**src/rtl/brc_arbiter.sv**
```systemverilog
// brc_arbiter: two requesters share one 32-bit comparator.
//
// Requester 0 is the branch unit and can be squashed by flush. Requester 1 is
// the ALU SLT/SLTU path. One request is accepted at a time. Its eq/lt result
// is registered and then presented on that requester's response port until
// the requester consumes it.
//
// Ports
//   clk, rst                 rising-edge clock, synchronous active-high reset
//   flush                    squash requester 0 (blocks its grant, drops RESP0)
//   reqN_valid/a/b/unsigned  operand pair and compare mode from requester N
//   reqN_ready               request N accepted this cycle (combinational)
//   rspN_valid/eq/lt         registered result for requester N
//   rspN_ready               requester N consumes its response
//
// Configuration
//   BRC_ARB_FIXED_PRIO_EN    when defined, requester 0 always wins contention
//                            and no last-grant pointer is kept. The default is
//                            round-robin.
module brc_arbiter (
  input  logic        clk,
  input  logic        rst,
  input  logic        flush,
  input  logic        req0_valid,
  input  logic [31:0] req0_a,
  input  logic [31:0] req0_b,
  input  logic        req0_unsigned,
  output logic        req0_ready,
  output logic        rsp0_valid,
  output logic        rsp0_eq,
  output logic        rsp0_lt,
  input  logic        rsp0_ready,
  input  logic        req1_valid,
  input  logic [31:0] req1_a,
  input  logic [31:0] req1_b,
  input  logic        req1_unsigned,
  output logic        req1_ready,
  output logic        rsp1_valid,
  output logic        rsp1_eq,
  output logic        rsp1_lt,
  input  logic        rsp1_ready
);

  typedef enum logic [1:0] {StIdle, StResp0, StResp1} state_e;

  state_e state_q, state_d;
  logic   eq_q, lt_q;
  logic   grant0, grant1;
  logic   cand0, cand1;

  logic [31:0] op_a, op_b;
  logic        op_unsigned;
  logic        cmp_eq, cmp_lt;

`ifndef BRC_ARB_FIXED_PRIO_EN
  // 1 = requester 1 was granted last, so requester 0 wins the next contention.
  logic last_q;
`endif

  // Grants are only issued in IDLE and never while reset is asserted.
  // A flush removes requester 0 from arbitration for that cycle.
  always_comb begin
    grant0 = 1'b0;
    grant1 = 1'b0;
    cand0  = req0_valid && !flush;
    cand1  = req1_valid;
    if (state_q == StIdle && !rst) begin
      if (cand0 && cand1) begin
`ifdef BRC_ARB_FIXED_PRIO_EN
        grant0 = 1'b1;
`else
        grant0 = last_q;
        grant1 = !last_q;
`endif
      end else begin
        grant0 = cand0;
        grant1 = cand1;
      end
    end
  end

  assign req0_ready = grant0;
  assign req1_ready = grant1;

  // The single shared comparator reads the granted requester's operands.
  always_comb begin
    op_a        = grant1 ? req1_a : req0_a;
    op_b        = grant1 ? req1_b : req0_b;
    op_unsigned = grant1 ? req1_unsigned : req0_unsigned;
    cmp_eq      = (op_a == op_b);
    cmp_lt      = op_unsigned ? (op_a < op_b) : ($signed(op_a) < $signed(op_b));
  end

  always_comb begin
    state_d = state_q;
    unique case (state_q)
      StIdle: begin
        if (grant0)      state_d = StResp0;
        else if (grant1) state_d = StResp1;
      end
      StResp0: begin
        if (flush || rsp0_ready) state_d = StIdle;
      end
      StResp1: begin
        if (rsp1_ready) state_d = StIdle;
      end
      default: state_d = StIdle;
    endcase
  end

  always_ff @(posedge clk) begin
    if (rst) begin
      state_q <= StIdle;
      eq_q    <= 1'b0;
      lt_q    <= 1'b0;
    end else begin
      state_q <= state_d;
      if (grant0 || grant1) begin
        eq_q <= cmp_eq;
        lt_q <= cmp_lt;
      end
    end
  end

`ifndef BRC_ARB_FIXED_PRIO_EN
  always_ff @(posedge clk) begin
    if (rst) begin
      last_q <= 1'b1;
    end else if (grant0) begin
      last_q <= 1'b0;
    end else if (grant1) begin
      last_q <= 1'b1;
    end
  end
`endif

  // Only one request is in flight at a time, so both response ports can
  // share one result register pair.
  assign rsp0_valid = (state_q == StResp0);
  assign rsp1_valid = (state_q == StResp1);
  assign rsp0_eq    = eq_q;
  assign rsp0_lt    = lt_q;
  assign rsp1_eq    = eq_q;
  assign rsp1_lt    = lt_q;

endmodule

```
**config.mk**
```make
export PLATFORM = sky130hd
export DESIGN_NAME = brc_arbiter
export DESIGN_NICKNAME = d
export VERILOG_FILES = /design/src/rtl/brc_arbiter.sv
export SDC_FILE = /design/constraint.sdc
export NUM_CORES = 1
export LEC_CHECK = 0
export BUFFER_PORTS_ARGS = -buffer_cell sky130_fd_sc_hd__buf_2
export CAP_MARGIN = 15
export CORE_MARGIN = 4
export CORE_UTILIZATION = 43
export CTS_BUF_LIST = sky130_fd_sc_hd__clkbuf_4 sky130_fd_sc_hd__clkbuf_8
export CTS_CLUSTER_DIAMETER = 120
export DETAILED_ROUTE_END_ITERATION = 10
export GPL_ROUTABILITY_DRIVEN = 0
export PLACE_DENSITY_LB_ADDON = 0.12
export REMOVE_ABC_BUFFERS = 1
export SLEW_MARGIN = 20
export SYNTH_ARGS = -nofsm -noshare
export SYNTH_HDL_FRONTEND = slang
export SYNTH_SLANG_ARGS = --single-unit
```
**constraint.sdc**
```tcl
create_clock -name clk -period 6.8 [get_ports clk]
set_input_delay 0.68 -clock clk [delete_from_list [all_inputs] [get_ports clk]]
set_output_delay 0.68 -clock clk [all_outputs]
set_load 0.05 [all_outputs]
```
==> results of run 1 <==
==> synthesized netlist by cell type (all sizes together) <==
library cell,instances
nor3,2
nor4b,1
or2,1
a22oi,1
inv,2
o21bai,1
o311ai,1
a31oi,1
o21ba,1
nand3,6
mux2i,32
a21oi,14
dfxtp,5
and2,2
nand2,103
o21ai,4
buf,9
nand2b,2
ha,32
clkbuf,3
nor4,1
nand4,7
xor2,1
nor2,4
a221o,1
o211ai,1
a21o,3
a211oi,5
nor2b,5
==> flip-flops by register name (all words and copies together), names as in the netlist <==
signal and cells:
state_q 2, last_q 1, rsp0_eq 1, rsp0_lt 1
==> stage by stage <==
stage               instances  area [um^2]  hold WS, ns  setup WS (ns)
floorplan                 239         1630        0.531           2.47
finish                    436         2460        0.501           2.05
CTS                       436         2460        0.493           2.03
global placement          432         2420        0.475           1.89
global route              436         2460        0.515           1.69
detailed placement        432         2420        0.490           1.82
==> final timing paths <==
kind | startpoint | endpoint
setup / recovery | rst | rsp0_lt$_SDFFE_PP0P_
hold / removal | rsp0_eq$_SDFFE_PP0P_ | rsp0_eq$_SDFFE_PP0P_
setup reg to reg | state_q[1]$_SDFFE_PP0P_ | rsp0_lt$_SDFFE_PP0P_
hold reg to reg | rsp0_eq$_SDFFE_PP0P_ | rsp0_eq$_SDFFE_PP0P_
==> report_power, final <==
part | switching [W] | total, W | internal [W]
registers | 0.00000131 | 0.0000325 | 0.0000312
logic | 0.0000846 | 0.000165 | 0.0000809
clock network | 0.0000134 | 0.0000575 | 0.0000441
total | 0.0000993 | 0.000256 | 0.000156
==> worst reg2reg max path, stage by stage (launching register included) <==
cell	delay, ns
dfxtp_1	0.32
nor3_1	0.28
nand3_2	0.59
inv_2	0.87
buf_4	0.47
mux2i_1	0.26
ha_1	0.26
a21o_1	0.18
a221o_1	0.33
a21oi_2	0.15
nor4b_2	0.20
a22oi_1	0.11
xor2_1	0.18
a211oi_2	0.22
==> layout make-up <==
class	count	area share
multi-input combinational	232	0.617
timing repair buffer	145	0.295
tap	48	0.0244
sequential	5	0.0406
inverter	2	0.00305
clock buffer	4	0.0198
==> per-layer routing <==
metal / GRT usage / vias up / wire length, um
met1: 0.210 / 895 / 1980
met4: 0.0230 / 0 / 19
met2: 0.346 / 83 / 2350
met5: 0 / - / 0
met3: 0.0440 / 2 / 510
li1: - / 1158 / -
==> logic make-up (layout without fill, tap and decap cells) <==
group                    count (synthesis)  count (layout)  share of synthesized area
multiplexers                            32              32                      0.189
XOR/XNOR                                 1               1                    0.00518
buffers and inverters                   14             151                     0.0422
adder cells (fa/ha/maj)                 32              32                      0.237
AND/OR/NAND/NOR                        134             134                      0.339
AO/OA/AOI/OAI                           33              33                      0.128
flip-flops                               5               5                     0.0592
==> summary.md, run 1 <==
| Metric | Value |
|---|---|
| Status | complete, no violations |
| 1st-iter DRT viols | between 40 and 50 |
| Starting Density | 0.452 |
| Most common cell after layout, fill and taps aside | buf_2 |
| Top-level port count | ~150 |
| CP Data Arrival Time | between 4 and 5 ns |
| Ant. Diodes | 0 |
| Max Slew Vio Count | 0 |
| R2R setup slack | around 2.3 ns |
| Cell Pwr Density | just over 100 nW/um^2 |
| CTS Buffer Depth | 2 |
| Post-synth top area cell | ha_1 |
| Top-area cell type share of the netlist area | 0.237 |
| Detailed Place HPWL | 4220 um |
| Routed vias | ~2.1k |
| Clk_lat worst skew | 0.21 ns |
| Initial antenna violation count | 0 |
| Detail Route Antenna Nets | 0 |
| Die footprint | 5000 um^2 |
| Startpoint class of the critical path | input port |
| Crit-path max FO | 38 |
| Distinct cells, synth | 34 |
| First-pass GRT wire length | slightly below 8000 um |
| H-tree depth | 1 |
| Max_cap viols | 0 |
| Critical-path cell list | buf_2 > nor3_1 > nand3_2 > inv_2 > buf_4 > mux2i_1 > ha_1 > a21o_1 > a221o_1 > a21oi_2 > nor4b_2 > a22oi_1 > xor2_1 > a211oi_2 |
| Tmin final | about 4.7 ns |
| Sequential share of the synthesized area | 0.0592 |
| Critical Path Stages | 14 |
| Root Driver | clkbuf_8 |
| #FFs+latches synth | 5 |
| Cell family with most CP delay | buffers and inverters |
| CTS tree | built |
| Worst hold path type | reg2reg |
| Setup Viol. Count Final | 0 |
| GRT Residual Overflow | 0 |
| Vias in the first global route | just under 2k |
| Drt total wl | 4860 um |
| Tcrit/Tclk final | 0.698 |
| Worst path required time | just under 7 ns |
| IO buf count | between 100 and 150 |
| Worst reg2reg path depth | 13 |
| Worst clock skew | roughly 0.00020 ns |
| Maximum VDD drop | roughly 54 uV |
| Slowest cell delay on critical path | roughly 0.85 ns |
| Max Fclk | 211 MHz |
| CP max stage cell | inv_2 |
| Residual DRC count | 0 |
| WL/cell | approximately 11 um |
| Final Util | 0.658 |
| Mapped Area | about 1700 um^2 |
| Via density | about 4.9 |
| Leak Pwr | 1.43 nW |
| Critical path class | in2reg |
| Post-synthesis instance total | 251 |
| Share of layout cells above drive strength 1 | 0.402 |
| Nets | approximately 560 |
| Area added between synthesis and finish | 45.7% |
| Most frequent cells in the layout | buf_2 (144), nand2_1 (103), mux2i_1 (32), ha_1 (32), a21oi_1 (13) |
| Postcts setup bufs | 0 |
| Relative slew slack | 0.477 |
| Clock sinks | 5 |
| Gr usage total | 0.182 |
| Core ar. | about 3700 um^2 |
| FF/Latch Area | between 100 and 150 um^2 |
| Rows | 22 |
| Buffers & Inverters on Critical Path | 3 |
| Pwr Total | approximately 0.00026 W |
| CTS resizes | 0 |
| CP Capture Type | flop |
| Hold_buf cts | 0 |
| Total CTS buffers | 3 |
| Die width | a little over 70 um |
| Syn avg cell area | between 6 and 7 um^2 |
| Die Y-Extent | 70.7 um |
| Min-Delay Path Depth | 2 |
| Reg clk slew, reported paths | approximately 0.030 ns |
| Ranking of synthesized cells by area | ha_1 (24%), nand2_1 (23%), mux2i_1 (19%) |
| Fin. Hold Viols | 0 |
| Pin count of the biggest net entering global routing | 39 |
| Unrepaired setup endpoints after global routing | no |
| Worst-margin pin slew | between 0.7 and 0.8 ns |
| Area of the multi-input gates | roughly 1500 um^2 |
| First-pass detailed-route iteration total | 4 |
| Fill cells | approximately 380 |
| Setup TNS Final | 0 ns |
| Warnings, synthesis | 0 |
Note: power is estimated with default switching activity, not from simulation.
==> run 2: changes to the inputs <==
Settings changed: CORE_UTILIZATION 43 to 40.
Clock period 6.8 ns to 4.9 ns, I/O delays scaled along.
==> run 2 against run 1 <==
Net effect: sequential cell count unchanged; largest power group unchanged; register-to-register slack got worse by 0.79 ns; hold slack got worse by 0.011 ns; critical path depth increased by 1; count of clock-buffer cells in the layout decreased by 1; final area increased by 0.61%; die area increased by 6.6%; clock power increased by 36%.
==> summary.md, run 2 (synthesis results as in run 1) <==
| Metric | Value |
|---|---|
| R2r startpoint | state_q[1]$_SDFFE_PP0P_ |
| Reg-to-reg endpoint | rsp0_lt$_SDFFE_PP0P_ |
| Maximum VDD drop | 73.1 uV (+36%) |
| H-tree depth | 1 (unchanged) |
| Starting Density | 0.417 (-0.0350) |
| Worst path required time | 5.05 ns (-1.89 ns) |
| Final Util | 0.611 (-0.0473) |
| Core ar. | 4060 um^2 (+8.4%) |
| Tmin final | about 3.4 ns |
| Max Slew Vio Count | 0 (unchanged) |
| Hold_ws | 0.490 ns (-0.0111 ns) |
| Drt total wl | 4870 um (about the same) |
| WL/cell | 11.1 um (-0.85%) |
| CP Data Arrival Time | 3.59 ns (-1.29 ns) |
| Combinational fraction of design power | 0.651 (+0.003) |
| Most common cell after layout, fill and taps aside | buf_2 |
| First-pass GRT wire length | 7740 um (-1.7%) |
| CTS resizes | 0 (unchanged) |
| CP dominant cell by count | buf_4 |
| Max Fclk | 291 MHz |
| Fin. Hold Viols | 0 (unchanged) |
| Net switching power | 0.000141 W (+42%) |
| Nets | 560 (+0.36%) |
| Relative slew slack | 0.750 (+0.272) |
| Critical path class | in2reg |
| Crit-path max FO | 36 (-5.3%) |
| GRT Residual Overflow | 0 (unchanged) |
| Pre-CTS setup slack | 1.19 ns (-0.636 ns) |
| First-pass detailed-route iteration total | 4 (unchanged) |
| Gr usage total | 0.174 (-0.00841) |
| Flop pwr share | 0.127 (about the same) |
| Max FFs per register | 2 (unchanged) |
| Detail Route Antenna Nets | 0 (unchanged) |
| Critical-path cell list | buf_2 > nor3_1 > nand3_2 > buf_4 > inv_2 > buf_4 > mux2i_1 > ha_1 > nor2b_1 > o211ai_1 > a21oi_1 > o311ai_1 > a22oi_1 > xor2_1 > a211oi_2 |
| Worst clock skew | 0.00361 ns (+0.00341 ns) |
| Die width | 73.0 um (+3.3%) |
| Hold_buf cts | 0 (unchanged) |
| Worst reg2reg path depth | 14 (+1) |
| Setup Viol. Count Final | 0 (unchanged) |
| Clock sinks | 5 (unchanged) |
| CTS Buffer Depth | 2 (unchanged) |
| Area added between synthesis and finish | 46.6% |
| Final Cell Area | 2480 um^2 (+0.61%) |
| Ant. Diodes | 0 (unchanged) |
| Internal Dissipation | 0.000211 W (+35%) |
| Tcrit/Tclk final | 0.702 |
| Vias in the first global route | 2001 (+1.9%) |
| Share of layout cells above drive strength 1 | 0.405 (+0.00307) |
| R2R setup slack | 1.49 ns (-0.79 ns) |
| Status | complete, no violations |
| Total CTS buffers | 3 (unchanged) |
| Postcts setup bufs | 0 (unchanged) |
| Leak Pwr | 1.44 nW (+0.62%) |
| 1st-iter DRT viols | 33 (-30%) |
| Slowest cell delay on critical path | 0.38 ns (-0.47 ns) |
| Worst hold path type | reg2reg |
| Worst-margin pin slew | 0.376 ns (-0.407 ns) |
| Placed inst area | 2430 um^2 (+0.72%) |
| Switching portion of total power | 0.401 (+0.0126) |
| CP max stage cell | buf_4 |
| Cell Pwr Density | 142 nW/um^2 (+37%) |
| Unrepaired setup endpoints after global routing | no |
| Rows | 23 (+4.5%) |
| Clk_lat worst skew | 0.22 ns (about the same) |
| Worst Setup SP | rst |
| Clock power frac | 0.222 (-0.003) |
| Pin count of the biggest net entering global routing | 37 (-5.1%) |
| Die Y-Extent | 73.0 um (+3.3%) |
| Residual DRC count | 0 (unchanged) |
| Reg clk slew, reported paths | 0.04 ns (about the same) |
| Startpoint class of the critical path | input port |
| Root Driver | clkbuf_8 |
| Most frequent cells in the layout | buf_2 (144), nand2_1 (103), mux2i_1 (32), ha_1 (32), a21oi_1 (13) |
| Setup WS post-layout | 1.46 ns (-0.594 ns) |
| Critical path endpoint | rsp0_lt$_SDFFE_PP0P_ |
| Via density | 4.86 (-0.82%) |
| Top reg by flops | state_q |
| Die footprint | 5330 um^2 (+6.6%) |
| Max_cap viols | 0 (unchanged) |
| Routed vias | 2140 (+0.094%) |
| CTS tree | built |
| Initial antenna violation count | 0 (unchanged) |
| Top-level port count | 145 (unchanged) |
| Setup TNS Final | 0 ns (unchanged) |
| Detailed Place HPWL | 4250 um (+0.61%) |
| IO buf count | 144 (unchanged) |
| CP Capture Type | flop |
-- run 2: layout make-up --
cell class,instances,area [um^2]
fillers,403,1580
clock inverters,1,5.00
clock buffers,3,41.3
repair buffers,147,743
well taps,50,62.6
inverters,2,7.51
flip-flops and latches,5,100
multi-input cells,232,1520
-- run 2: worst max-delay path, delay by kind of cell --
kind,cells,cell delay [ns]
muxes,1,0.23
adders and majority gates,1,0.26
and+or+nand+nor,3,0.47
AOI/OAI and AO/OA,5,0.89
buffers and inverters,4,1.04
xor gates and xnor gates,1,0.18
-- run 2: per-stage QoR --
step / std cells / total power [W]
after floorplan: 239 / 0.000193
after global placement: 436 / 0.000276
after detailed placement: 436 / 0.000278
after CTS: 440 / 0.000358
after global routing: 440 / 0.000396
final: 440 / 0.000352
-- run 2: layer usage --
metal / track usage / wire length, um
met3: 0.0207 / 493
met5: 0 / 0
met2: 0.337 / 2370
met4: 0.0430 / 26
met1: 0.197 / 1980
-- run 2: worst min path at each step --
stage	depth (start not counted)	start	slack, ns	to
after floorplan	2	last_q$_SDFFE_PP1P_	0.53	last_q$_SDFFE_PP1P_
after global placement	2	rsp0_eq$_SDFFE_PP0P_	0.48	rsp0_eq$_SDFFE_PP0P_
after detailed placement	2	rsp0_eq$_SDFFE_PP0P_	0.49	rsp0_eq$_SDFFE_PP0P_
after CTS	2	rsp0_eq$_SDFFE_PP0P_	0.49	rsp0_eq$_SDFFE_PP0P_
after global routing	2	rst	0.50	rsp0_lt$_SDFFE_PP0P_
final	2	rsp0_eq$_SDFFE_PP0P_	0.49	rsp0_eq$_SDFFE_PP0P_
-- run 2: power groups by stage --
stage               clock (W)  combinational (W)  sequential, W
floorplan                   0           0.000141      0.0000522
global placement            0           0.000230      0.0000457
detailed placement          0           0.000233      0.0000456
CTS                 0.0000796           0.000234      0.0000449
global route        0.0000841           0.000266      0.0000455
finish              0.0000781           0.000229      0.0000449
